<file path="src/rtl/ps2_scancode_decoder.sv">
// PS/2 keyboard receiver: filters the raw lines, deserialises 11-bit frames, strips E0/F0/E1 prefixes.
// One registered event per make/break, 1 clk after the stop-bit edge; no backpressure (strobe outputs).
module ps2_scancode_decoder #(
   parameter int FILTER_LEN = 8,
   parameter int TIMEOUT    = 65535
) (
   input  logic       clk,
   input  logic       rst,
   input  logic       ps2clk_in,
   input  logic       ps2data_in,
   output logic       scan_received,
   output logic [7:0] scancode,
   output logic       extended,
   output logic       released,
   output logic       parity_error,
   output logic       frame_timeout
);

   localparam logic [1:0]  ST_IDLE   = 2'd0;
   localparam logic [1:0]  ST_DATA   = 2'd1;
   localparam logic [1:0]  ST_PARITY = 2'd2;
   localparam logic [1:0]  ST_STOP   = 2'd3;
   localparam logic [7:0]  FILT_LAST = 8'(FILTER_LEN - 1);
   localparam logic [15:0] TO_LAST   = 16'(TIMEOUT - 1);

   logic        r_clk_s1, r_clk_s2, r_dat_s1, r_dat_s2;
   logic        r_filt_clk;
   logic [7:0]  r_filt_cnt;
   logic [1:0]  r_state;
   logic [2:0]  r_bitcnt;
   logic [7:0]  r_shreg;
   logic        r_par;
   logic [15:0] r_to_cnt;
   logic        r_ext_flag, r_rel_flag;
   logic [2:0]  r_skip;

   logic        w_fall, w_timeout, w_stop_edge, w_good, w_reply;

   // Synchronisers and the run-length clock filter
   always_ff @(posedge clk) begin
      if (rst) begin
         r_clk_s1   <= 1'b1;
         r_clk_s2   <= 1'b1;
         r_dat_s1   <= 1'b1;
         r_dat_s2   <= 1'b1;
         r_filt_clk <= 1'b1;
         r_filt_cnt <= '0;
      end else begin
         r_clk_s1 <= ps2clk_in;
         r_clk_s2 <= r_clk_s1;
         r_dat_s1 <= ps2data_in;
         r_dat_s2 <= r_dat_s1;
         if (r_clk_s2 == r_filt_clk) begin
            r_filt_cnt <= '0;
         end else if (r_filt_cnt == FILT_LAST) begin
            r_filt_cnt <= '0;
            r_filt_clk <= r_clk_s2;
         end else begin
            r_filt_cnt <= r_filt_cnt + 8'd1;
         end
      end
   end

   assign w_fall      = r_filt_clk && !r_clk_s2 && (r_filt_cnt == FILT_LAST);
   assign w_timeout   = (r_state != ST_IDLE) && !w_fall && (r_to_cnt == TO_LAST);
   assign w_stop_edge = w_fall && (r_state == ST_STOP);
   assign w_good      = r_dat_s2 && (^{r_shreg, r_par});
   assign w_reply     = (r_shreg == 8'hFA) || (r_shreg == 8'hAA) || (r_shreg == 8'hEE) ||
                        (r_shreg == 8'hFE) || (r_shreg == 8'h00) || (r_shreg == 8'hFF);

   always_ff @(posedge clk) begin
      if (rst) begin
         r_state  <= ST_IDLE;
         r_bitcnt <= '0;
         r_shreg  <= '0;
         r_par    <= 1'b0;
         r_to_cnt <= '0;
      end else if (w_fall) begin
         r_to_cnt <= '0;
         case (r_state)
            ST_IDLE: begin
               if (!r_dat_s2) begin
                  r_state  <= ST_DATA;
                  r_bitcnt <= '0;
               end
            end
            ST_DATA: begin
               r_shreg  <= {r_dat_s2, r_shreg[7:1]};
               r_bitcnt <= r_bitcnt + 3'd1;
               if (r_bitcnt == 3'd7) begin
                  r_state <= ST_PARITY;
               end
            end
            ST_PARITY: begin
               r_par   <= r_dat_s2;
               r_state <= ST_STOP;
            end
            default: r_state <= ST_IDLE;
         endcase
      end else if (w_timeout) begin
         r_state  <= ST_IDLE;
         r_to_cnt <= '0;
      end else if (r_state != ST_IDLE) begin
         r_to_cnt <= r_to_cnt + 16'd1;
      end
   end

   // Byte layer: prefix tracking, Pause skipping, reply filtering and event output
   always_ff @(posedge clk) begin
      if (rst) begin
         scan_received <= 1'b0;
         scancode      <= '0;
         extended      <= 1'b0;
         released      <= 1'b0;
         parity_error  <= 1'b0;
         frame_timeout <= 1'b0;
         r_ext_flag    <= 1'b0;
         r_rel_flag    <= 1'b0;
         r_skip        <= '0;
      end else begin
         scan_received <= 1'b0;
         parity_error  <= 1'b0;
         frame_timeout <= w_timeout;
         if (w_timeout) begin
            r_ext_flag <= 1'b0;
            r_rel_flag <= 1'b0;
         end else if (w_stop_edge) begin
            if (!w_good) begin
               parity_error <= 1'b1;
               r_ext_flag   <= 1'b0;
               r_rel_flag   <= 1'b0;
            end else if (r_skip != 3'd0) begin
               r_skip <= r_skip - 3'd1;
            end else if (r_shreg == 8'hE1) begin
               r_skip <= 3'd7;
            end else if (r_shreg == 8'hE0) begin
               r_ext_flag <= 1'b1;
            end else if (r_shreg == 8'hF0) begin
               r_rel_flag <= 1'b1;
            end else if (!(w_reply && !r_ext_flag && !r_rel_flag)) begin
               scan_received <= 1'b1;
               scancode      <= r_shreg;
               extended      <= r_ext_flag;
               released      <= r_rel_flag;
               r_ext_flag    <= 1'b0;
               r_rel_flag    <= 1'b0;
            end
         end
      end
   end

endmodule

</file>
<file path="config.mk">
export PLATFORM = sky130hd
export DESIGN_NAME = ps2_scancode_decoder
export DESIGN_NICKNAME = d
export VERILOG_FILES = /design/src/rtl/ps2_scancode_decoder.sv
export SDC_FILE = /design/constraint.sdc
export NUM_CORES = 1
export LEC_CHECK = 0
export CAP_MARGIN = 20
export CORE_ASPECT_RATIO = 1.4
export CORE_MARGIN = 5
export CORE_UTILIZATION = 59
export DETAILED_ROUTE_END_ITERATION = 6
export PLACE_DENSITY = 0.8
export SYNTH_ARGS = -nofsm -noshare
export SYNTH_HDL_FRONTEND = slang
export SYNTH_SLANG_ARGS = --single-unit
</file>
<file path="constraint.sdc">
create_clock -name clk -period 3 [get_ports clk]
set_input_delay 0.45 -clock clk [delete_from_list [all_inputs] [get_ports clk]]
set_output_delay 0.45 -clock clk [all_outputs]
set_load 0.005 [all_outputs]
</file>
==> results.tsv <==
metric	value	unit
grt_max_degree	34	
outcome	complete, no violations	
place_ws	0.758	ns
grt_overflow	0	
worst-path-buf-inv	1	
fin_skew	0.00702	ns
max-cap-violations	0	
busiest_layer	met2	
slowest_delay	0.57	ns
cts_buffers	9	
critPathArrivalTime	2.53	ns
startpoint_type	register	
syn-num-nets	336	
h-tree-depth	3	
numPortBuffers	16	
grt_first_pass_wirelength	9780	microns
cts-root-buf	clkbuf_8	
n_antenna_cell	0	
crit_type	reg -> reg	
max_slew.worst_pin.slew	0.821	ns
final.setup.worst_slack	0.698	ns
synth-edff-count	0	
fp-row-count	30	
period_share	76.7	%
wl_per_cell	13.6	microns
syn_inst	319	
hold_buffers	0	
finalSetupTns	0	ns
met2_usage	33.8	%
place_congestion	0.816	
clockBufferDepth	2	
die_w	69.0	microns
via_per_inst	5.48	
synthTopCellsByArea	dfxtp_1, nor2_1, ha_1	
synth.largest_area_cell	dfxtp_1	
drive_above_1_share	9.41	%
ys_seq_area_share	42.5	%
leakage	1.18	nW
utilization	68.2	%
crit_chain	nor4bb_1, a21oi_1, nand3_1, a2111oi_4, buf_4, mux2i_1, nor2_1	
grt_antenna_before_repair	0	
cp_slowest_cell	dfxtp_1	
crit_family	compound AO/OA/AOI/OAI gates	
rsz0062_at_grt	false	
avgSynthCellArea	9.00	sq um
setup_violations	0	
critPathCaptureType	register	
num-nets-final	352	
min_period	2.30	ns
slew_headroom	44.8	%
power_density	492	nW/um^2
post_cts_resized	0	
floorplan.initialDensity	59.7	%
ant_nets	0	
ir_worst_vdd	427	uV
die_area	6380	sq um
yosys_warnings	0	
coreArea	4800	sq um
hp-class	reg -> reg	
grtUsageTotal	20.2	%
drc	0	
ys_ff_latch	61	
use_met3	4.37	%
async_flop_share	0	%
cts_tree	done	
maxSlewViolCount	0	
use_met1	22.6	%
yosysTopAreaCellShare	42.5	%
ys_types	46	
area_growth	14.2	%
wl	5510	microns
ys.flop_type	dfxtp_1	
hold_viol	0	
detail_route.iter0.violations	198	
hpwl	3790	microns
critPathMaxFanout	11	
insertion_delay	0.35	ns
clk_pin_slew	0.06	ns
clock-sinks	61	
fmax	434	MHz
post-cts-setup-buffer-count	0	
die_h	92.5	microns
io_pins	17	
dr.pass1.iters	4	
vias	2215	
synthesis.area	2870	sq um
grt_pass1_vias	2243	
critPathRequiredTime	3.23	ns
cell families (layout without fill, tap and decap cells):
family                     after synthesis  count (layout)  synth area share, %
adders and majority gates               14              14                 6.02
DFF                                     61              61                 42.5
muxes                                   13              13                 4.58
AOI/OAI and AO/OA                       34              34                 8.15
and+or+nand+nor                        144             144                 25.6
xor gates and xnor gates                27              27                 9.20
buffers and inverters                   26              47                 3.88
final timing paths:
| kind | slack [ns] | end | startpoint | depth (start not counted) |
|---|---|---|---|---|
| min | 0.42 | r_clk_s2$_SDFF_PP1_ | r_clk_s1$_SDFF_PP1_ | 1 |
| max reg2reg | 0.70 | scancode[3]$_SDFFE_PP0P_ | r_shreg[4]$_SDFFE_PP0P_ | 7 |
| min reg2reg | 0.42 | r_clk_s2$_SDFF_PP1_ | r_clk_s1$_SDFF_PP1_ | 1 |
| max | 0.70 | scancode[3]$_SDFFE_PP0P_ | r_shreg[4]$_SDFFE_PP0P_ | 7 |
where the power goes:
group	switching [W]	leakage [nW]	total [W]	internal [W]
Sequential	0.00000213	0.492	0.000815	0.000813
Clock	0.000307	0.107	0.000771	0.000463
Combinational	0.0000163	0.581	0.0000250	0.00000864
Total	0.000326	1.18	0.00161	0.00128
flip-flops by register name (all words and copies together), names as in the netlist, 2 cells and up:
register and flops:
r_shreg 8, r_to_cnt 16, scancode 8, r_skip 3, r_state 2, r_bitcnt 3
r_filt_cnt 8
synth_stat cells (2+ instances only):
cell type  number
clkbuf_1        8
mux2i_1        12
nor3_1          5
xor2_1         16
o211ai_1        2
buf_2           5
o21ai_0         3
nand2_1        24
ha_1           13
nor4_1          3
xnor2_1         9
nor4bb_1        2
nand3_1        26
o31ai_1         2
xnor3_1         2
nand4b_1        2
nor2_1         45
a21oi_1        16
inv_1          11
and3_1          4
dfxtp_1        61
nor3b_1         3
a311oi_1        2
nor2b_1         7
a211oi_1        3
or2_2           7
nand4_1         3
nand2b_1        5
per-layer routing:
| layer | share of wire (%) | up-vias |
|---|---|---|
| met3 | 3.4 | 15 |
| met5 | 0 | - |
| met2 | 53 | 34 |
| met1 | 41 | 1049 |
| li1 | - | 1117 |
| met4 | 2.6 | 0 |
per-stage QoR:
stage               power [W]  hold WS [ns]  cells  cell area [sq um]
finish                0.00161         0.417    404               3280
global route          0.00167         0.430    404               3280
CTS                   0.00163         0.422    404               3280
detailed placement   0.000858         0.407    388               3070
global placement     0.000858         0.391    388               3070
floorplan            0.000850         0.389    319               2870
cell usage in the layout (no fill, tap or decap), types with 2 or more instances in the layout:
master           synthesis  routed
mux2i_1                 12      12
and3_1                   4       4
nand2b_1                 5       5
clkbuf_8                 0       9
o31ai_1                  2       2
ha_1                    13      13
or2_2                    7       7
dfxtp_1                 61      61
nor3b_1                  3       3
inv_1                   11      11
nand2_1                 24      24
clkbuf_1                 8       2
nand4_1                  3       3
clkinv_2                 0       3
bufinv_16                0       2
nor4bb_1                 2       2
xnor2_1                  9       9
nor4_1                   3       3
xor2_1                  16      16
clkdlybuf4s50_1          0      16
nand4b_1                 2       2
nand3_1                 26      26
buf_4                    0       4
nor2_1                  45      45
o21ai_0                  3       3
a21oi_1                 16      16
a311oi_1                 2       2
o211ai_1                 2       2
nor3_1                   5       5
nor2b_1                  7       7
a211oi_1                 3       3
xnor3_1                  2       2
cell type report:
cell class / count / area (sq um)
inverters: 11 / 41.3
well taps: 64 / 80.1
multi-input cells: 232 / 1540
clock buffers: 11 / 131
flip-flops and latches: 61 / 1220
repair buffers: 20 / 190
fillers: 397 / 1530
clock inverters: 5 / 75.1
Note: power is estimated with default switching activity, not from simulation.
